### config.mk
export PLATFORM = sky130hd
export DESIGN_NAME = alu_cmd_sequencer
export DESIGN_NICKNAME = d
export VERILOG_FILES = /design/src/rtl/alu_seq_pkg.sv /design/src/rtl/alu_cmd_fifo.sv /design/src/rtl/alu_cmd_sequencer.sv
export SDC_FILE = /design/constraint.sdc
export NUM_CORES = 1
export LEC_CHECK = 0
export ABC_AREA = 1
export CORE_ASPECT_RATIO = 1.75
export CORE_UTILIZATION = 54
export CTS_BUF_LIST = sky130_fd_sc_hd__clkbuf_8
export DETAILED_ROUTE_END_ITERATION = 10
export GPL_ROUTABILITY_DRIVEN = 0
export GPL_TIMING_DRIVEN = 1
export PLACE_DENSITY = 0.82
export SYNTH_ARGS = -nofsm -noshare
export SYNTH_HDL_FRONTEND = slang
export SYNTH_SLANG_ARGS = --single-unit
### constraint.sdc
create_clock -name CLK -period 2.8 [get_ports CLK]
set_input_delay 0.42 -clock CLK [delete_from_list [all_inputs] [get_ports CLK]]
set_output_delay 0.42 -clock CLK [all_outputs]
set_load 0.05 [all_outputs]
### src/rtl/alu_seq_pkg.sv
// Shared constants and types for the ALU command sequencer: default widths,
// unit-select codes (ALU_FUN[3:2]) and the sequencer FSM encoding.
package alu_seq_pkg;

  localparam int DEF_DATA_WIDTH = 16;
  localparam int DEF_FUN_WIDTH  = 4;
  localparam int DEF_CMP_WIDTH  = 4;
  localparam int DEF_FIFO_DEPTH = 4;

  localparam logic [1:0] UNIT_ARITH = 2'b00;
  localparam logic [1:0] UNIT_LOGIC = 2'b01;
  localparam logic [1:0] UNIT_CMP   = 2'b10;
  localparam logic [1:0] UNIT_SHIFT = 2'b11;

  typedef enum logic [1:0] {
    ST_IDLE    = 2'd0,
    ST_ISSUE   = 2'd1,
    ST_CAPTURE = 2'd2,
    ST_RESP    = 2'd3
  } seq_state_t;

endpackage

### src/rtl/alu_cmd_fifo.sv
// Small synchronous command FIFO. Head entry is visible combinationally so the
// sequencer can load it on the same edge that pops it.
module alu_cmd_fifo #(
  parameter int WIDTH = 36,
  parameter int DEPTH = 4
) (
  input  logic             i_clk,
  input  logic             i_rst,
  input  logic             i_push,
  input  logic [WIDTH-1:0] i_wdata,
  input  logic             i_pop,
  output logic [WIDTH-1:0] o_rdata,
  output logic             o_full,
  output logic             o_empty
);

  localparam int AW = (DEPTH > 1) ? $clog2(DEPTH) : 1;

  logic [WIDTH-1:0] r_mem [DEPTH];
  logic [AW-1:0]    r_wptr;
  logic [AW-1:0]    r_rptr;
  logic [AW:0]      r_count;
  logic             w_do_push;
  logic             w_do_pop;

  assign o_full    = (r_count == (AW+1)'(DEPTH));
  assign o_empty   = (r_count == '0);
  assign w_do_push = i_push && !o_full;
  assign w_do_pop  = i_pop && !o_empty;
  assign o_rdata   = r_mem[r_rptr];

  // Pointers wrap naturally because DEPTH is a power of two.
  always_ff @(posedge i_clk) begin
    if (i_rst) begin
      r_wptr  <= '0;
      r_rptr  <= '0;
      r_count <= '0;
    end else begin
      if (w_do_push) r_wptr <= r_wptr + 1'b1;
      if (w_do_pop)  r_rptr <= r_rptr + 1'b1;
      case ({w_do_push, w_do_pop})
        2'b10:   r_count <= r_count + 1'b1;
        2'b01:   r_count <= r_count - 1'b1;
        default: r_count <= r_count;
      endcase
    end
  end

  always_ff @(posedge i_clk) begin
    if (w_do_push) r_mem[r_wptr] <= i_wdata;
  end

endmodule

### src/rtl/alu_cmd_sequencer.sv
// Command front-end for the ALU: queues commands, issues one at a time, and
// returns the selected unit's registered result as a valid/ready response.
module alu_cmd_sequencer
  import alu_seq_pkg::*;
#(
  parameter int DATA_WIDTH = DEF_DATA_WIDTH,
  parameter int FUN_WIDTH  = DEF_FUN_WIDTH,
  parameter int CMP_WIDTH  = DEF_CMP_WIDTH,
  parameter int FIFO_DEPTH = DEF_FIFO_DEPTH
) (
  input  logic                  CLK,
  input  logic                  RST,
  input  logic                  CMD_VALID,
  output logic                  CMD_READY,
  input  logic [DATA_WIDTH-1:0] CMD_A,
  input  logic [DATA_WIDTH-1:0] CMD_B,
  input  logic [FUN_WIDTH-1:0]  CMD_FUN,
  output logic [DATA_WIDTH-1:0] ALU_A,
  output logic [DATA_WIDTH-1:0] ALU_B,
  output logic [FUN_WIDTH-1:0]  ALU_FUN,
  output logic                  ALU_RST,
  input  logic [DATA_WIDTH-1:0] ARITH_OUT,
  input  logic [DATA_WIDTH-1:0] LOGIC_OUT,
  input  logic [DATA_WIDTH-1:0] SHIFT_OUT,
  input  logic [CMP_WIDTH-1:0]  CMP_OUT,
  input  logic                  ARITH_FLAG,
  input  logic                  LOGIC_FLAG,
  input  logic                  CMP_FLAG,
  input  logic                  SHIFT_FLAG,
  input  logic                  CARRY_OUT,
  output logic                  RES_VALID,
  input  logic                  RES_READY,
  output logic [DATA_WIDTH-1:0] RES_DATA,
  output logic                  RES_CARRY,
  output logic [1:0]            RES_UNIT,
  output logic                  RES_ERR
);

  localparam int CMD_W = 2*DATA_WIDTH + FUN_WIDTH;

  seq_state_t            r_state;
  logic [DATA_WIDTH-1:0] r_alu_a;
  logic [DATA_WIDTH-1:0] r_alu_b;
  logic [FUN_WIDTH-1:0]  r_alu_fun;
  logic                  r_res_valid;
  logic [DATA_WIDTH-1:0] r_res_data;
  logic                  r_res_carry;
  logic [1:0]            r_res_unit;
  logic                  r_res_err;
  logic                  r_flush;

  logic                  w_full;
  logic                  w_empty;
  logic                  w_push;
  logic                  w_load;
  logic [CMD_W-1:0]      w_head;
  logic [1:0]            w_unit;
  logic [DATA_WIDTH-1:0] w_sel_data;
  logic                  w_sel_flag;

  assign w_push = CMD_VALID && !w_full;
  // A head entry is consumed whenever the FSM is free to start the next command.
  assign w_load = !w_empty && ((r_state == ST_IDLE) || (r_state == ST_RESP && RES_READY));

  alu_cmd_fifo #(
    .WIDTH (CMD_W),
    .DEPTH (FIFO_DEPTH)
  ) u_fifo (
    .i_clk   (CLK),
    .i_rst   (RST),
    .i_push  (w_push),
    .i_wdata ({CMD_A, CMD_B, CMD_FUN}),
    .i_pop   (w_load),
    .o_rdata (w_head),
    .o_full  (w_full),
    .o_empty (w_empty)
  );

  assign w_unit = r_alu_fun[3:2];

  always_comb begin
    w_sel_data = ARITH_OUT;
    w_sel_flag = ARITH_FLAG;
    case (w_unit)
      UNIT_LOGIC: begin
        w_sel_data = LOGIC_OUT;
        w_sel_flag = LOGIC_FLAG;
      end
      UNIT_CMP: begin
        w_sel_data = DATA_WIDTH'(CMP_OUT);
        w_sel_flag = CMP_FLAG;
      end
      UNIT_SHIFT: begin
        w_sel_data = SHIFT_OUT;
        w_sel_flag = SHIFT_FLAG;
      end
      default: ;
    endcase
  end

  always_ff @(posedge CLK) begin
    if (RST) begin
      r_state     <= ST_IDLE;
      r_alu_a     <= '0;
      r_alu_b     <= '0;
      r_alu_fun   <= '0;
      r_res_valid <= 1'b0;
      r_res_data  <= '0;
      r_res_carry <= 1'b0;
      r_res_unit  <= '0;
      r_res_err   <= 1'b0;
    end else begin
      case (r_state)
        ST_IDLE: begin
          if (w_load) begin
            {r_alu_a, r_alu_b, r_alu_fun} <= w_head;
            r_state <= ST_ISSUE;
          end
        end
        ST_ISSUE: r_state <= ST_CAPTURE;
        ST_CAPTURE: begin
          r_res_data  <= w_sel_data;
          r_res_carry <= (w_unit == UNIT_ARITH) && CARRY_OUT;
          r_res_unit  <= w_unit;
          r_res_err   <= !w_sel_flag;
          r_res_valid <= 1'b1;
          r_state     <= ST_RESP;
        end
        ST_RESP: begin
          if (RES_READY) begin
            r_res_valid <= 1'b0;
            if (w_load) begin
              {r_alu_a, r_alu_b, r_alu_fun} <= w_head;
              r_state <= ST_ISSUE;
            end else begin
              r_state <= ST_IDLE;
            end
          end
        end
        default: r_state <= ST_IDLE;
      endcase
    end
  end

  // Stretch the ALU reset one cycle past RST so unit output registers are clean.
  always_ff @(posedge CLK) begin
    r_flush <= RST;
  end

  assign ALU_RST   = RST | r_flush;
  assign CMD_READY = !w_full;
  assign ALU_A     = r_alu_a;
  assign ALU_B     = r_alu_b;
  assign ALU_FUN   = r_alu_fun;
  assign RES_VALID = r_res_valid;
  assign RES_DATA  = r_res_data;
  assign RES_CARRY = r_res_carry;
  assign RES_UNIT  = r_res_unit;
  assign RES_ERR   = r_res_err;

endmodule

* Yosys cells after proc, flatten, opt, wreduce, memory -nomap -nowiden
Memory sizes are Yosys's and may differ from the RTL's. A register that Yosys moved wholly into a read port is not among the register bits.
Cells that the tools add are included.
** Storage, ports and cells
- Bits in registers :: 67
- Bits in writable memories :: 144
- Input port bits :: 97
- Output and inout port bits :: 59
- Memories kept :: 1
** Memories
- u_fifo.r_mem :: depth 4, width 36, rd ports 1, clocked after Yosys merged registers in 1, wr ports 1, line alu_cmd_fifo.sv:19 : logic [WIDTH-1:0] r_mem [DEPTH];
** Cells by class
- Add/subtract/negate cells :: 4
- Eq/ne operators :: 11
- Muxes and demuxes :: 22
- Bitwise operators :: 1
- Reductions and logical operators :: 19
** Operators with widths (number)
- 16-bit 2-to-1 mux :: 4
- 16-bit one-hot mux with 2 select lines :: 2
- 16-bit one-hot mux with 3 select lines :: 1
- 2-bit equality test, second input constant :: 5
- 2-bit 2-to-1 mux :: 4
- 4-bit 2-to-1 mux :: 2
- 2-bit one-hot mux with 4 select lines :: 1
- 4-bit one-hot mux with 2 select lines :: 1
- 2-bit by 1-bit equality test with 1-bit output, second input constant :: 3
- 1-bit logical AND :: 6
- 3-bit one-hot mux with 2 select lines :: 1
- 2-bit AND reduction :: 3
- 2-bit nonzero test :: 3
- 2-bit by 1-bit adder with 2-bit output, second input constant :: 2
- 2-bit zero test :: 2
- 1-bit 2-to-1 mux :: 4
- 3-bit by 1-bit adder with 3-bit output, second input constant :: 1
- 3-bit equality test, second input constant :: 1
- 1-bit zero test :: 3
- 3-bit zero test :: 1
- 1-bit one-hot mux with 3 select lines :: 1
- 3-bit by 1-bit subtractor with 3-bit output, second input constant :: 1
- 2-bit by 1-bit != test with 1-bit output, second input constant :: 1
- 2-bit != test, second input constant :: 1
- 3 further kinds :: 3

* Logic depth before layout (Yosys ltp)
- Depth in word-level cells :: 7
- Depth in mapped cells :: 13
- Mapped depth without buffers :: 13

* By module
From an unflattened synthesis, not the netlist that was laid out.
** Unflattened totals
- Cells, all modules :: 775
- Area total of the unflattened synthesis :: 8483.1 µm²
** Modules (own cells, without submodules)
- alu_cmd_fifo :: instances 1, cells an instance 418, area each 5866.9 µm²
- alu_cmd_sequencer :: instances 1, cells an instance 357, area each 2616.3 µm²

* Least setup slack after synthesis
OpenSTA, ideal clock, no wires.
- Path kind :: flip-flop to flip-flop
- From :: register u_fifo.r_count[1]
- To :: memory u_fifo.r_mem[0][0] (enable)
- Arrival :: 2.613 ns
- Path slack :: -0.243 ns
- Stages on the path, launching flop included :: 5
- Clock period less this slack :: 3.043 ns
- Cell sequence :: dfxtp_1 -> nor2_4 -> nand2_1 -> nand2_1 -> nor2_1
** Between the ends
- Longest elaborated chain between the ends :: 6
** Ends and longest elaborated chain
- from (decl) :: line alu_cmd_fifo.sv:22 : logic [AW:0] r_count;
- from (signal assigned) :: line alu_cmd_fifo.sv:42 : 2'b10: r_count <= r_count + 1'b1;
- from (signal assigned) :: line alu_cmd_fifo.sv:43 : 2'b01: r_count <= r_count - 1'b1;
- from (signal assigned) :: line alu_cmd_fifo.sv:44 : default: r_count <= r_count;
- 3-bit equality test * :: line alu_cmd_fifo.sv:26 : assign o_full = (r_count == (AW+1)'(DEPTH));
- 1-bit zero test *
- named net CMD_READY :: line alu_cmd_sequencer.sv:14 : output logic CMD_READY,
- 1-bit logical AND :: line alu_cmd_sequencer.sv:61 : assign w_push = CMD_VALID && !w_full;
- 1-bit logical AND * :: line alu_cmd_fifo.sv:28 : assign w_do_push = i_push && !o_full;
- 1-bit 2-to-1 mux * :: line alu_cmd_fifo.sv:50 : if (w_do_push) r_mem[r_wptr] <= i_wdata;
- 1-bit 2-to-1 mux (implied by the code) * :: line alu_cmd_fifo.sv:50
- to (decl) :: line alu_cmd_fifo.sv:19
The timed path passes the listed nets; every way through them passes the cells marked *.

* Worst setup path after layout
- From :: register u_fifo.r_count[1]
- To :: output CMD_READY
** Between the ends
- Longest elaborated chain between the ends :: 2
** Ends and longest elaborated chain
- 3-bit equality test :: line alu_cmd_fifo.sv:26
- 1-bit zero test :: line alu_cmd_sequencer.sv:151 : assign CMD_READY = !w_full;
- to (decl) :: line alu_cmd_sequencer.sv:14
No other way between the ends.

==> impl_metrics.tcl <==
set metrics [dict create \
    max_stage_delay_ns 0.80 \
    cts_tree "built" \
    finalCriticalPeriod_ns 2.31 \
    seqCellArea_um2 5710 \
    ir_drop_mv 0.561 \
    grt_pass1_wl_mm 29.5 \
    seq_area_frac_synth_pct 67.9 \
    yosys_warnings 0 \
    synth_edf_count 144 \
    clkSlewWorstSetupHoldPaths_ns 0.07 \
    power.density_nw_per_um2 958 \
    area_growth_pct 25.9 \
    routed_wl_mm 19.1 \
    path_class "register to output port" \
    max_cap_violations 0 \
    skew_ns 0.0172 \
    wl_per_cell_um 16.6 \
    status "complete, no violations" \
    antennaDiodeCount 0 \
    rows 60 \
    cts-root-buf "clkbuf_8" \
    ctsHoldBuffers 0 \
    layout-drive-gt1-share_pct 8.00 \
    fp.dieW_um 96.3 \
    cp_num_buf_inv 1 \
    tightest_slew_ns 0.759 \
    power_switching_w 0.00400 \
    synth.distinct_cells 33 \
    max_slew_margin_pct 49.4 \
    switching_share_pct 39.5 \
    path_max_fanout 3 \
    synth_area_um2 8410 \
    synthFlopType "edfxtp_1" \
    p_int_w 0.00614 \
    synthCells 781 \
    ios 156 \
    clock_power_share_pct 20.4 \
    worst_setup_path_start_kind "register" \
    core_um2 15300 \
    portBuffers 155 \
    drt-initial-drc-count 294 \
    fill_cells 1154 \
    ant_nets 0 \
    track_usage_pct 23.8 \
    numCtsBuffers 29 \
    firstDrtPassIters 4 \
    clockBufferDepth 3 \
    avgViaCountPerCell 5.42 \
    fmax_ghz 0.433 \
    power_frac_comb_pct 38.6 \
    die_area_um2 16100 \
    die_height_um 167 \
    clk_latency_ns 0.55 \
    grt_busiest_layer "met2" \
    critical_path.top_delay_family "buffers and inverters" \
    cts_setup_buffers 0 \
    arrival_ns 1.89 \
    hold_viol_final 0 \
    clock_sinks 213 \
    async_flop_share_pct 0 \
    hold_path_class "input port to register" \
    sequentialPowerShare_pct 41.0 \
    grt_remaining_overflow 0 \
    grt_setup_unrepaired "false" \
    vias 6226 \
    grt_use_met2_pct 44.1 \
    worstSetupEndpointType "output port" \
    fin_hold_ws_ns 0.433 \
    period_share_pct 82.6 \
    synth_nets 888 \
    cp_cell_sequence "nor2_4 > nand2_1 > clkdlybuf4s50_1" \
    final_core_util_pct 69.1 \
    yosysMostFrequentCell "nor2_1" \
    synth_top_area_share_pct 51.4 \
    antenna_found_initial 0 \
    nNetsFinal 1049 \
    setup_viol 0 \
    synth_area_leaders "edfxtp_1, dfxtp_1, nor2_1, o21ai_0, nand2_1" \
    h-tree-depth 1 \
    start_util_pct 54.9 \
    crit_required_ns 2.38 \
    drcViolationCount 0 \
    p_leak_nw 3.84 \
    maxSlewViolCount 0 \
    grt_pass1_vias 6108 \
    synth.avg_cell_area_um2 10.8 \
    grt_util_met3_pct 4.75 \
    dp_hpwl_mm 12.1 \
    yosys-top-cells-count "nor2_1, edfxtp_1, o21ai_0" \
    yosys.area.top_type "edfxtp_1" \
    cp_slowest_cell "clkdlybuf4s50_1" \
    synth-seq-cells 213 \
    multiInputGateArea_um2 2360 \
    cts-resized-gates 0 \
    grt_use_met1_pct 24.7 \
    grt_max_degree 73 \
]
-- power groups by stage --
stage                     combinational (W)  sequential [W]  clock, W
final                               0.00391         0.00416   0.00206
after CTS                           0.00396         0.00416   0.00212
after global routing                0.00429         0.00421   0.00224
after floorplan                     0.00187         0.00510         0
after global placement              0.00385         0.00420         0
after detailed placement            0.00394         0.00422         0
-- final timing paths --
path / depth (start not counted) / slack, ns / endpoint / startpoint
max: 3 / 0.49 / CMD_READY / u_fifo.r_count[1]$_SDFFE_PP0P_
min: 3 / 0.43 / RES_CARRY$_SDFFE_PP0P_ / CARRY_OUT
max reg2reg: 12 / 0.66 / u_fifo.r_count[2]$_SDFFE_PP0P_ / r_state[0]$_SDFFE_PP0P_
min reg2reg: 2 / 0.46 / RES_DATA[4]$_SDFFE_PP0P_ / RES_DATA[4]$_SDFFE_PP0P_
-- flip-flops by register name, indices dropped and copies added, names as in the netlist, 2 cells and up, named ones only --
| name | cells |
|---|---|
| u_fifo.r_rptr | 2 |
| r_state | 2 |
| RES_DATA | 16 |
| u_fifo.r_mem | 144 |
| ALU_A | 16 |
| ALU_B | 16 |
| ALU_FUN | 4 |
| u_fifo.r_wptr | 2 |
| u_fifo.r_count | 3 |
| RES_UNIT | 2 |
-- worst min-delay path, cell delays in order --
cell and delay, ns:
clkdlybuf4s50_1 0.39, nand2_1 0.06, a21oi_1 0.05
-- per-layer routing --
layer  routed length [um]  vias to the layer above
met2                10300                      213
met4                  728                        0
met1                 6560                     2956
li1                     -                     3008
met5                    0                        -
met3                 1450                       49
-- cell type report --
type                       instances  share of cell area (%)
multi-input combinational        499                    22.3
timing repair buffer             171                    15.8
clock inverter                    22                   0.804
tap                              186                    2.20
clock buffer                      30                    3.90
sequential                       213                    53.9
inverter                          28                    1.04
-- kinds of logic after synthesis --
kind of cell / synth area share, %
compound gates: 12.7
xor+xnor: 0.104
fa+ha+maj: 1.58
buf+inv: 4.35
flops: 67.9
simple gates: 13.4
-- per-stage QoR --
stage / TNS [ns] / total power, W / setup WS [ns] / cell area (um2) / instances
floorplan: -34.95 / 0.00698 / -0.243 / 8410 / 781
global placement: 0 / 0.00805 / 0.402 / 10100 / 1097
detailed placement: 0 / 0.00816 / 0.369 / 10100 / 1097
CTS: 0 / 0.0102 / 0.456 / 10600 / 1149
global route: 0 / 0.0107 / 0.380 / 10600 / 1149
finish: 0 / 0.0101 / 0.489 / 10600 / 1149
-- cells in the final DEF, fill, tap and decap left out --
cell type	count
clkinv_1	7
nand3_2	2
fa_1	1
a31oi_1	8
nor2_4	6
o21ai_0	136
inv_4	2
nor2_1	189
nor3_1	1
clkbuf_8	30
nand3_1	8
a21oi_2	2
and3_1	3
or2_2	2
o211ai_1	1
edfxtp_1	144
clkdlybuf4s50_1	154
nand2_4	1
ha_1	9
a211oi_1	1
inv_1	35
nand2_1	60
clkinv_2	2
buf_4	17
dfxtp_1	68
nor2_2	2
a21oi_1	29
inv_2	4
nand2_2	6
xor2_1	1
dfxtp_2	1
o21ai_1	31
No activity file was read; power rests on OpenSTA's default activity.
